[src/rtl/alu_op_sequencer.sv]
// -----------------------------------------------------------------------------
// alu_op_sequencer
//
// Upstream command stage for a registered ALU. Commands {opcode, A, B} are
// buffered in a small FIFO and issued one at a time to the ALU: operands are
// loaded, alu_en is pulsed for one cycle, then alu_oe is raised for one cycle
// while ALU_OUT and the flags are captured. The captured result is offered on
// a valid/ready result port and held until the consumer takes it.
//
// Parameters
//   WIDTH  operand/result width (must match the ALU)
//   DEPTH  command FIFO entries, power of 2, >= 2
//
// Ports
//   clk, rst                  clock; synchronous active-high reset
//   in_valid/in_ready         command handshake (in_ready = FIFO not full)
//   in_opcode/in_a/in_b       command fields
//   alu_opcode/alu_a/alu_b    registered operands to the ALU
//   alu_en/alu_oe             ALU enable (ISSUE) and output enable (CAPTURE)
//   alu_out/alu_flags         ALU result and {CF,OF,SF,ZF}
//   res_valid/res_ready       result handshake
//   res_data/res_flags        captured ALU result and flags
//   res_err                   command had an illegal opcode
//   busy                      FSM active or commands pending
//   op_count                  handshaken results, wraps at 16 bits
//
// Build option
//   ALU_SEQ_ILLEGAL_CHK_EN    when defined, opcodes outside 2..7 are never
//                             sent to the ALU; they complete immediately with
//                             res_data=0, res_flags=0, res_err=1. When not
//                             defined every opcode is issued and res_err=0.
//
// FSM states
//   state     | meaning
//   ----------+---------------------------------------------------------
//   S_IDLE    | nothing in flight; pop head of FIFO when one is present
//   S_ISSUE   | operands stable, alu_en pulsed for this single cycle
//   S_CAPTURE | alu_oe high; ALU result and flags latched at the edge
//   S_RESULT  | res_valid high, result held until res_ready
// -----------------------------------------------------------------------------
module alu_op_sequencer #(
  parameter int WIDTH = 8,
  parameter int DEPTH = 4
) (
  input  logic             clk,
  input  logic             rst,

  input  logic             in_valid,
  output logic             in_ready,
  input  logic [3:0]       in_opcode,
  input  logic [WIDTH-1:0] in_a,
  input  logic [WIDTH-1:0] in_b,

  output logic [3:0]       alu_opcode,
  output logic [WIDTH-1:0] alu_a,
  output logic [WIDTH-1:0] alu_b,
  output logic             alu_en,
  output logic             alu_oe,
  input  logic [WIDTH-1:0] alu_out,
  input  logic [3:0]       alu_flags,

  output logic             res_valid,
  input  logic             res_ready,
  output logic [WIDTH-1:0] res_data,
  output logic [3:0]       res_flags,
  output logic             res_err,

  output logic             busy,
  output logic [15:0]      op_count
);

  localparam int AW = (DEPTH > 1) ? $clog2(DEPTH) : 1;
  localparam logic [AW:0] PTR_ONE = {{AW{1'b0}}, 1'b1};

  typedef enum logic [1:0] {
    S_IDLE    = 2'd0,
    S_ISSUE   = 2'd1,
    S_CAPTURE = 2'd2,
    S_RESULT  = 2'd3
  } state_t;

  state_t state;
  state_t state_next;

  // ---------------------------------------------------------------------------
  // Command FIFO. Pointers carry one extra wrap bit so full and empty can be
  // told apart without a separate occupancy counter.
  // ---------------------------------------------------------------------------
  logic [3:0]       fifo_op [DEPTH];
  logic [WIDTH-1:0] fifo_a  [DEPTH];
  logic [WIDTH-1:0] fifo_b  [DEPTH];
  logic [AW:0]      wr_ptr;
  logic [AW:0]      rd_ptr;
  logic             fifo_empty;
  logic             fifo_full;
  logic             push;
  logic             fifo_pop;

  logic [3:0]       head_op;
  logic [WIDTH-1:0] head_a;
  logic [WIDTH-1:0] head_b;
  logic             head_illegal;

  assign fifo_empty = (wr_ptr == rd_ptr);
  assign fifo_full  = (wr_ptr[AW] != rd_ptr[AW]) &&
                      (wr_ptr[AW-1:0] == rd_ptr[AW-1:0]);

  // Acceptance depends only on the registered full flag, so a pop in the same
  // cycle never opens a slot early.
  assign in_ready = !fifo_full;
  assign push     = in_valid && !fifo_full;

  assign head_op = fifo_op[rd_ptr[AW-1:0]];
  assign head_a  = fifo_a[rd_ptr[AW-1:0]];
  assign head_b  = fifo_b[rd_ptr[AW-1:0]];

`ifdef ALU_SEQ_ILLEGAL_CHK_EN
  assign head_illegal = (head_op < 4'd2) || (head_op > 4'd7);
`else
  assign head_illegal = 1'b0;
`endif

  // Storage needs no reset: the pointers define which entries are live.
  always_ff @(posedge clk) begin
    if (push) begin
      fifo_op[wr_ptr[AW-1:0]] <= in_opcode;
      fifo_a[wr_ptr[AW-1:0]]  <= in_a;
      fifo_b[wr_ptr[AW-1:0]]  <= in_b;
    end
  end

  always_ff @(posedge clk) begin
    if (rst) begin
      wr_ptr <= '0;
      rd_ptr <= '0;
    end else begin
      if (push) begin
        wr_ptr <= wr_ptr + PTR_ONE;
      end
      if (fifo_pop) begin
        rd_ptr <= rd_ptr + PTR_ONE;
      end
    end
  end

  // ---------------------------------------------------------------------------
  // Sequencing FSM
  // ---------------------------------------------------------------------------
  logic load_cmd;
  logic load_illegal;
  logic capture;
  logic res_hs;

  always_ff @(posedge clk) begin
    if (rst) begin
      state <= S_IDLE;
    end else begin
      state <= state_next;
    end
  end

  always_comb begin
    state_next   = state;
    fifo_pop     = 1'b0;
    load_cmd     = 1'b0;
    load_illegal = 1'b0;
    capture      = 1'b0;
    res_hs       = 1'b0;
    alu_en       = 1'b0;
    alu_oe       = 1'b0;
    res_valid    = 1'b0;

    case (state)
      S_IDLE: begin
        if (!fifo_empty) begin
          fifo_pop = 1'b1;
          if (head_illegal) begin
            load_illegal = 1'b1;
            state_next   = S_RESULT;
          end else begin
            load_cmd   = 1'b1;
            state_next = S_ISSUE;
          end
        end
      end

      S_ISSUE: begin
        alu_en     = 1'b1;
        state_next = S_CAPTURE;
      end

      S_CAPTURE: begin
        alu_oe     = 1'b1;
        capture    = 1'b1;
        state_next = S_RESULT;
      end

      S_RESULT: begin
        res_valid = 1'b1;
        if (res_ready) begin
          res_hs = 1'b1;
          // Chain straight into the next command to keep one op per 3 cycles.
          if (!fifo_empty) begin
            fifo_pop = 1'b1;
            if (head_illegal) begin
              load_illegal = 1'b1;
              state_next   = S_RESULT;
            end else begin
              load_cmd   = 1'b1;
              state_next = S_ISSUE;
            end
          end else begin
            state_next = S_IDLE;
          end
        end
      end

      default: begin
        state_next = S_IDLE;
      end
    endcase
  end

  assign busy = (state != S_IDLE) || !fifo_empty;

  // ---------------------------------------------------------------------------
  // Operand, result and counter registers
  // ---------------------------------------------------------------------------
  always_ff @(posedge clk) begin
    if (rst) begin
      alu_opcode <= 4'd0;
      alu_a      <= '0;
      alu_b      <= '0;
    end else if (load_cmd) begin
      alu_opcode <= head_op;
      alu_a      <= head_a;
      alu_b      <= head_b;
    end
  end

  // Capture only ever happens in CAPTURE with alu_oe high, so whatever the
  // ALU holds from before a reset is never observed on the result port.
  always_ff @(posedge clk) begin
    if (rst) begin
      res_data  <= '0;
      res_flags <= 4'd0;
    end else if (capture) begin
      res_data  <= alu_out;
      res_flags <= alu_flags;
    end else if (load_illegal) begin
      res_data  <= '0;
      res_flags <= 4'd0;
    end
  end

`ifdef ALU_SEQ_ILLEGAL_CHK_EN
  logic res_err_q;

  always_ff @(posedge clk) begin
    if (rst) begin
      res_err_q <= 1'b0;
    end else if (capture) begin
      res_err_q <= 1'b0;
    end else if (load_illegal) begin
      res_err_q <= 1'b1;
    end
  end

  assign res_err = res_err_q;
`else
  assign res_err = 1'b0;
`endif

  always_ff @(posedge clk) begin
    if (rst) begin
      op_count <= 16'd0;
    end else if (res_hs) begin
      op_count <= op_count + 16'd1;
    end
  end

endmodule

[config.mk]
export PLATFORM = sky130hd
export DESIGN_NAME = alu_op_sequencer
export DESIGN_NICKNAME = d
export VERILOG_FILES = /design/src/rtl/alu_op_sequencer.sv
export SDC_FILE = /design/constraint.sdc
export NUM_CORES = 1
export LEC_CHECK = 0
export CAP_MARGIN = 20
export CORE_AREA = 2 2 130 145
export DETAILED_ROUTE_END_ITERATION = 8
export DIE_AREA = 0 0 132 147
export GPL_ROUTABILITY_DRIVEN = 0
export GPL_TIMING_DRIVEN = 0
export PLACE_DENSITY = 0.51
export REMOVE_ABC_BUFFERS = 1
export SLEW_MARGIN = 20
export SYNTH_ARGS = -nofsm -noshare
export SYNTH_HDL_FRONTEND = slang
export SYNTH_SLANG_ARGS = --single-unit
[constraint.sdc]
create_clock -name clk -period 3.9 [get_ports clk]
set_input_delay 0.39 -clock clk [delete_from_list [all_inputs] [get_ports clk]]
set_output_delay 0.39 -clock clk [all_outputs]
set_load 0.01 [all_outputs]
=== Word-level counts from Yosys, hierarchy flattened ===
Memory sizes are Yosys's and may differ from the RTL's. A register that Yosys moved wholly into a read port is not among the register bits.
Cells that the tools add are included.

* Eq/ne operators: 8
* Reduce and logical (&&, ||, !) cells: 8
* Mux-type cells: 16
* Add/sub/neg operators: 3

{| class="wikitable"
|+ Operators with widths
! operator !! number
|-
| 16-bit by 1-bit adder with 16-bit output (second input constant) || 1
|-
| 1-bit two-way mux || 10
|-
| 8-bit two-way mux || 1
|-
| 2-bit one-hot mux with 4 select lines || 1
|-
| 3-bit by 1-bit adder with 3-bit output (second input constant) || 2
|-
| 2-bit equality test (second input constant) || 2
|-
| 2-bit two-way mux || 2
|-
| 4-bit two-way mux || 1
|-
| 2-bit != test (second input constant) || 2
|-
| 3-bit equality test || 1
|-
| 2-bit by 1-bit equality test with 1-bit output (second input constant) || 1
|-
| 2-bit equality test || 1
|-
| 1-bit logical AND || 2
|-
| 1-bit zero test || 2
|-
| 2-bit zero test || 1
|-
| 1-bit one-hot mux with 2 select lines || 1
|-
| 2-bit AND reduction || 1
|-
| 2-bit nonzero test || 1
|-
| 1-bit logical OR || 1
|-
| 1-bit != test || 1
|}

* Memories kept: 3
* Register bits: 36
* Logic and storage cells: 44
* Input port bits: 36
* Output and inout bits: 54
* RAM bits: 80

{| class="wikitable"
|+ Memories
! memory !! depth !! width !! rd ports !! clocked after Yosys merged registers in !! write ports !! RTL line !! source
|-
| fifo_a || 4 || 8 || 1 || 1 || 1 || 90 || <nowiki>logic [WIDTH-1:0] fifo_a [DEPTH];</nowiki>
|-
| fifo_b || 4 || 8 || 1 || 1 || 1 || 91 || <nowiki>logic [WIDTH-1:0] fifo_b [DEPTH];</nowiki>
|-
| fifo_op || 4 || 4 || 1 || 1 || 1 || 89 || <nowiki>logic [3:0] fifo_op [DEPTH];</nowiki>
|}

=== Longest topological paths before layout ===
* Depth in word-level cells: 6
* Gate-level depth with buffers: 7

=== Worst setup path before layout ===
No wires, ideal clock.

* Path kind: reg-to-reg
* From: register rd_ptr[0]
* To: memory fifo_a[3][0] (enable)
* Arrival: 1.518 ns
* Setup time: 0.378 ns
* Required time: 3.522 ns
* Period minus slack after synthesis: 1.897 ns
* Setup slack: 2.003 ns
* Cell stages (with the launch flop): 4
* Cell sequence: dfxtp_1 -> xnor2_2 -> a31oi_2 -> and2_1

* Cells in the longest elaborated chain, start to end: 6

{| class="wikitable"
|+ RTL lines
! what !! RTL line !! source
|-
| start, declared || 93 || <nowiki>logic [AW:0] rd_ptr;</nowiki>
|-
| start signal, assigned || 141 || <nowiki>rd_ptr <= rd_ptr + PTR_ONE;</nowiki>
|-
| 2-bit equality test || 106 || <nowiki>(wr_ptr[AW-1:0] == rd_ptr[AW-1:0]);</nowiki>
|-
| 1-bit logical AND || 105 || <nowiki>assign fifo_full = (wr_ptr[AW] != rd_ptr[AW]) &&</nowiki>
|-
| 1-bit zero test || 111 || <nowiki>assign push = in_valid && !fifo_full;</nowiki>
|-
| 1-bit logical AND || 111 ||
|-
| 1-bit two-way mux || 125 || <nowiki>if (push) begin</nowiki>
|-
| 1-bit two-way mux (implied by the code) || 127 || <nowiki>fifo_a[wr_ptr[AW-1:0]] <= in_a;</nowiki>
|-
| end, declared || 90 ||
|}

Every way passes these cells.

=== Worst setup path after layout ===
* From: register state[0]
* To: output port alu_oe

* Cells in the longest elaborated chain, start to end: 2

{| class="wikitable"
|+ RTL lines
! what !! RTL line !! source
|-
| start, declared || 82 || <nowiki>state_t state;</nowiki>
|-
| start signal, assigned || 158 || <nowiki>state <= state_next;</nowiki>
|-
| 2-bit equality test || 173 || <nowiki>case (state)</nowiki>
|-
| 1-bit two-way mux || 173 ||
|-
| end, declared || 58 || <nowiki>output logic alu_oe,</nowiki>
|}

Every way passes these cells.

==> flow_summary.rst <==
.. list-table::
   :header-rows: 1

   * - Metric
     - Value
   * - Htree depth
     - 4
   * - WL met2
     - approximately 5900 um
   * - Number of buffer and inverter stages on the critical path
     - 2
   * - Minimum setup slack after placement
     - about 1300 ps
   * - Crit Path Category
     - register to output pin
   * - Aggregate routed wire length
     - about 11,000 um
   * - Most instantiated flip-flop cell in the synthesis netlist
     - sky130_fd_sc_hd__edfxtp_1
   * - Number of DRC violations after detailed-routing iteration 0
     - around 110
   * - Number of enable-type register cells in the synthesized netlist
     - 80
   * - Global-route wire length before repair
     - 18,200 um
   * - CTS sink cnt
     - between 100 and 150
   * - Leakage power total
     - approximately 2.3 nW
   * - CTS Hold Buffers Added
     - 0
   * - Number of synthesized register bits
     - 136
   * - Highest routed layer
     - met4
   * - Number of buffers added on ports
     - just under 90
   * - Worst setup SP type
     - register
   * - Largest fanout of any net on the critical path
     - 13
   * - NumNets Final
     - about 520
   * - Worst-Margin Slew
     - roughly 770 ps
   * - Area of the die
     - around 19,000 um2
   * - Power density of the placed cells
     - between 600 and 700 nW/um2
   * - Largest clock skew in the final design
     - approximately 7 ps
   * - Total of cells resized after clock tree synthesis
     - 0
   * - Vert. Die Dim
     - 147 um
   * - Logic depth of the worst register-to-register path
     - 3
   * - Final Instance Area
     - ~7000 um2
   * - Critical-path cell with the highest stage delay
     - sky130_fd_sc_hd__clkdlybuf4s50_1
   * - Number of rows created at floorplan
     - 52
   * - Setup repair after global routing missed its margin
     - no
   * - Fraction of synthesized cell area taken by the top area cell type
     - between 40% and 50%
   * - Total Power
     - 4.34 mW
   * - Ys Warns
     - 0
   * - Area grow syn2layout
     - 33.0%
   * - Vias
     - 3,270
   * - Avg Synthesized Cell Area
     - about 14 um2
   * - CTS tree
     - yes
   * - Placed cell areas
     - about 6500 um2
   * - Starting Density
     - a little under 30%
   * - Die Span X
     - 132 um
   * - Buffer cell driving the clock tree root
     - sky130_fd_sc_hd__clkbuf_16
   * - Logic depth of the worst path, buffers included
     - 3
   * - Post-CTS setup-driven buffer insertion count
     - 0
   * - Pin count of the biggest net entering global routing
     - roughly 60
   * - Synthesized instance count
     - around 380
   * - Maximum buffer depth of the clock tree
     - 2
   * - Number of distinct library cell variants in the gate-level netlist after synthesis
     - between 40 and 50
   * - Vias in the first global route
     - 3,344
   * - Final number of max-transition violations
     - 0
   * - Proportion of register bits with asynchronous set or reset after synthesis
     - 0%
   * - DRC viols
     - 0
   * - Antenna violation net count after detailed routing
     - 0
   * - Req. time, crit path
     - 3510 ps
   * - Time the worst path needs with I/O delays and setup
     - between 2000 and 3000 ps
   * - Core occupancy in the finished layout
     - 39.1%
   * - Slew headroom
     - 48.4%
   * - Final HPWL DP
     - 6990 um
   * - First-pass iteration count of the detailed router
     - 4
   * - Routed WL per cell
     - approximately 16 um
   * - Post-route clock period utilization
     - between 60% and 70%
   * - Series of cell instances along the critical path
     - inv_2 > ha_1 > clkdlybuf4s50_1
   * - Final setup violation count
     - 0
   * - Kind of path behind the tightest hold check
     - register to register
   * - Cell Area, Synth
     - 5300 um2
   * - Worst hold path stage count
     - 2
   * - CP max stage delay
     - between 600 and 700 ps
   * - Worst supply voltage drop on vdd
     - between 0.3 and 0.4 mV
   * - Placeable core region
     - between 15,000 and 20,000 um2
   * - Top post-synthesis cells by area
     - sky130_fd_sc_hd__edfxtp_1 (45%), sky130_fd_sc_hd__dfxtp_1 (21%), sky130_fd_sc_hd__mux4_2 (8.5%), sky130_fd_sc_hd__nand2_1 (3.3%), sky130_fd_sc_hd__a21oi_1 (2.8%)
   * - Count of endpoints failing hold in the final timing report
     - 0
   * - Library cell occupying the most area in the post-synthesis netlist
     - sky130_fd_sc_hd__edfxtp_1
   * - Result of the run
     - completed
   * - Non-filler cells in the finished layout
     - between 700 and 800
   * - Aggregate global routing overflow
     - 0
   * - CTS buffer count
     - 17
   * - Number of maximum-capacitance constraint violations
     - 0
   * - Highest clock frequency the design can meet
     - between 0.3 and 0.4 GHz
   * - Dpl cells
     - between 600 and 700
   * - Insertion delay of the later-clocked pin in the worst-skew pair
     - approximately 410 ps
   * - Portion of the post-synthesis area used by sequential elements
     - 66.5%
   * - Post-Route Setup TNS
     - 0 ps
   * - Antenna diode instance count
     - 0
   * - Nature of the critical path endpoint
     - output pin
   * - Initial antenna violation count
     - 0
   * - Vias per Instance
     - between 4 and 5
   * - Worst hold slack
     - roughly 450 ps
   * - Post-route met1 wirelength
     - slightly below 5000 um
   * - Top Ports
     - 90
   * - Post-route setup slack
     - 1330 ps
   * - WP data arrival
     - roughly 2200 ps
   * - Combined global-route utilization of all metal layers
     - between 10% and 20%
   * - Met3 Routed Length
     - approximately 570 um
   * - Clk pin slew, worst setup/hold paths
     - around 60 ps
   * - Fraction of layout cells with a size suffix above 1
     - a little over an eighth
   * - Kind of cell adding the most delay to the critical path
     - buffers and inverters
-- synthesized netlist by cell type (2+ instances only) --
cell,n
sky130_fd_sc_hd__edfxtp_1,80
sky130_fd_sc_hd__dfxtp_1,56
sky130_fd_sc_hd__nand2_1,47
sky130_fd_sc_hd__nor2_1,31
sky130_fd_sc_hd__a21oi_1,30
sky130_fd_sc_hd__mux4_2,20
sky130_fd_sc_hd__mux2i_1,14
sky130_fd_sc_hd__clkbuf_1,11
sky130_fd_sc_hd__ha_1,11
sky130_fd_sc_hd__xnor2_1,9
sky130_fd_sc_hd__inv_1,8
sky130_fd_sc_hd__nand3_1,8
sky130_fd_sc_hd__nand4_1,8
sky130_fd_sc_hd__xor2_1,6
sky130_fd_sc_hd__buf_2,5
sky130_fd_sc_hd__and2_1,4
sky130_fd_sc_hd__nor4_1,3
sky130_fd_sc_hd__and4_1,2
sky130_fd_sc_hd__nor3_1,2
sky130_fd_sc_hd__o21ai_0,2
sky130_fd_sc_hd__or3_1,2
sky130_fd_sc_hd__xnor2_2,2
-- where the power goes --
group / internal (mW) / switching (mW)
Combinational: 0.494 / 0.469
Sequential: 1.69 / 0.106
Clock: 0.991 / 0.585
-- logic make-up (layout without fill, tap and decap cells) --
| kind of cell | after synthesis | count (layout) | synth area share (%) |
|---|---|---|---|
| xor gates and xnor gates | 17 | 17 | 3.09 |
| DFF | 136 | 136 | 66.5 |
| other | 1 | 1 | 0.0708 |
| buffers and inverters | 27 | 131 | 2.10 |
| adders and majority gates | 11 | 11 | 2.60 |
| and+or+nand+nor | 113 | 113 | 9.68 |
| muxes | 34 | 34 | 11.1 |
| AOI/OAI and AO/OA | 42 | 42 | 4.84 |
-- registers in the layout, summed over array words and instances, names as in the netlist --
signal and cells:
res_flags 4, alu_b 8, fifo_op 16, alu_a 8, wr_ptr 3, fifo_a 32, fifo_b 32, op_count 16
alu_opcode 4, res_data 8, state 2, rd_ptr 3
-- worst reg2reg max path, delay by kind of cell, from the launching register on --
| kind | cells | cell delay, ps |
|---|---|---|
| simple gates | 1 | 660 |
| xor+xnor | 1 | 270 |
| flops | 1 | 770 |
| compound gates | 1 | 470 |
-- final timing paths --
path / from / end / slack (ps)
worst min-delay path: alu_a[0] / alu_a[0] / 450
worst max register to register: rd_ptr[1] / fifo_a[3][0] / 1350
worst max-delay path: state[0] / alu_oe / 1330
worst min register to register: alu_a[0] / alu_a[0] / 450
-- per-layer routing --
layer	GRT usage [%]	vias up
met2	21.3	88
li1	-	1580
met1	14.7	1595
met4	3.59	0
met5	0	-
met3	3.90	7
-- cells in the final DEF, fill, tap and decap left out, types with 2 or more instances in the layout --
cell | Yosys | routed
sky130_fd_sc_hd__a21oi_1 | 30 | 30
sky130_fd_sc_hd__nor4_1 | 3 | 3
sky130_fd_sc_hd__clkbuf_8 | 0 | 3
sky130_fd_sc_hd__mux4_2 | 20 | 20
sky130_fd_sc_hd__ha_1 | 11 | 11
sky130_fd_sc_hd__nand3_1 | 8 | 8
sky130_fd_sc_hd__xnor2_2 | 2 | 2
sky130_fd_sc_hd__bufinv_16 | 0 | 2
sky130_fd_sc_hd__edfxtp_1 | 80 | 80
sky130_fd_sc_hd__clkinv_2 | 0 | 3
sky130_fd_sc_hd__or3_1 | 2 | 2
sky130_fd_sc_hd__clkinv_4 | 0 | 3
sky130_fd_sc_hd__inv_1 | 8 | 8
sky130_fd_sc_hd__dfxtp_2 | 0 | 2
sky130_fd_sc_hd__and4_1 | 2 | 2
sky130_fd_sc_hd__nor3_1 | 2 | 2
sky130_fd_sc_hd__nand2_1 | 47 | 47
sky130_fd_sc_hd__clkdlybuf4s50_1 | 0 | 87
sky130_fd_sc_hd__dfxtp_1 | 56 | 54
sky130_fd_sc_hd__clkbuf_16 | 0 | 17
sky130_fd_sc_hd__nor2_1 | 31 | 31
sky130_fd_sc_hd__and2_2 | 0 | 4
sky130_fd_sc_hd__o21ai_0 | 2 | 2
sky130_fd_sc_hd__mux2i_1 | 14 | 14
sky130_fd_sc_hd__nand4_1 | 8 | 8
sky130_fd_sc_hd__xnor2_1 | 9 | 9
sky130_fd_sc_hd__xor2_1 | 6 | 6
-- layout make-up --
type	count	area, um2
fillers	1741	11000
flip-flops and latches	136	3530
multi-input cells	218	1680
repair buffers	90	910
clock buffers	21	470
well taps	243	304
clock inverters	11	121
inverters	9	33.8
Note: power is estimated with default switching activity, not from simulation.
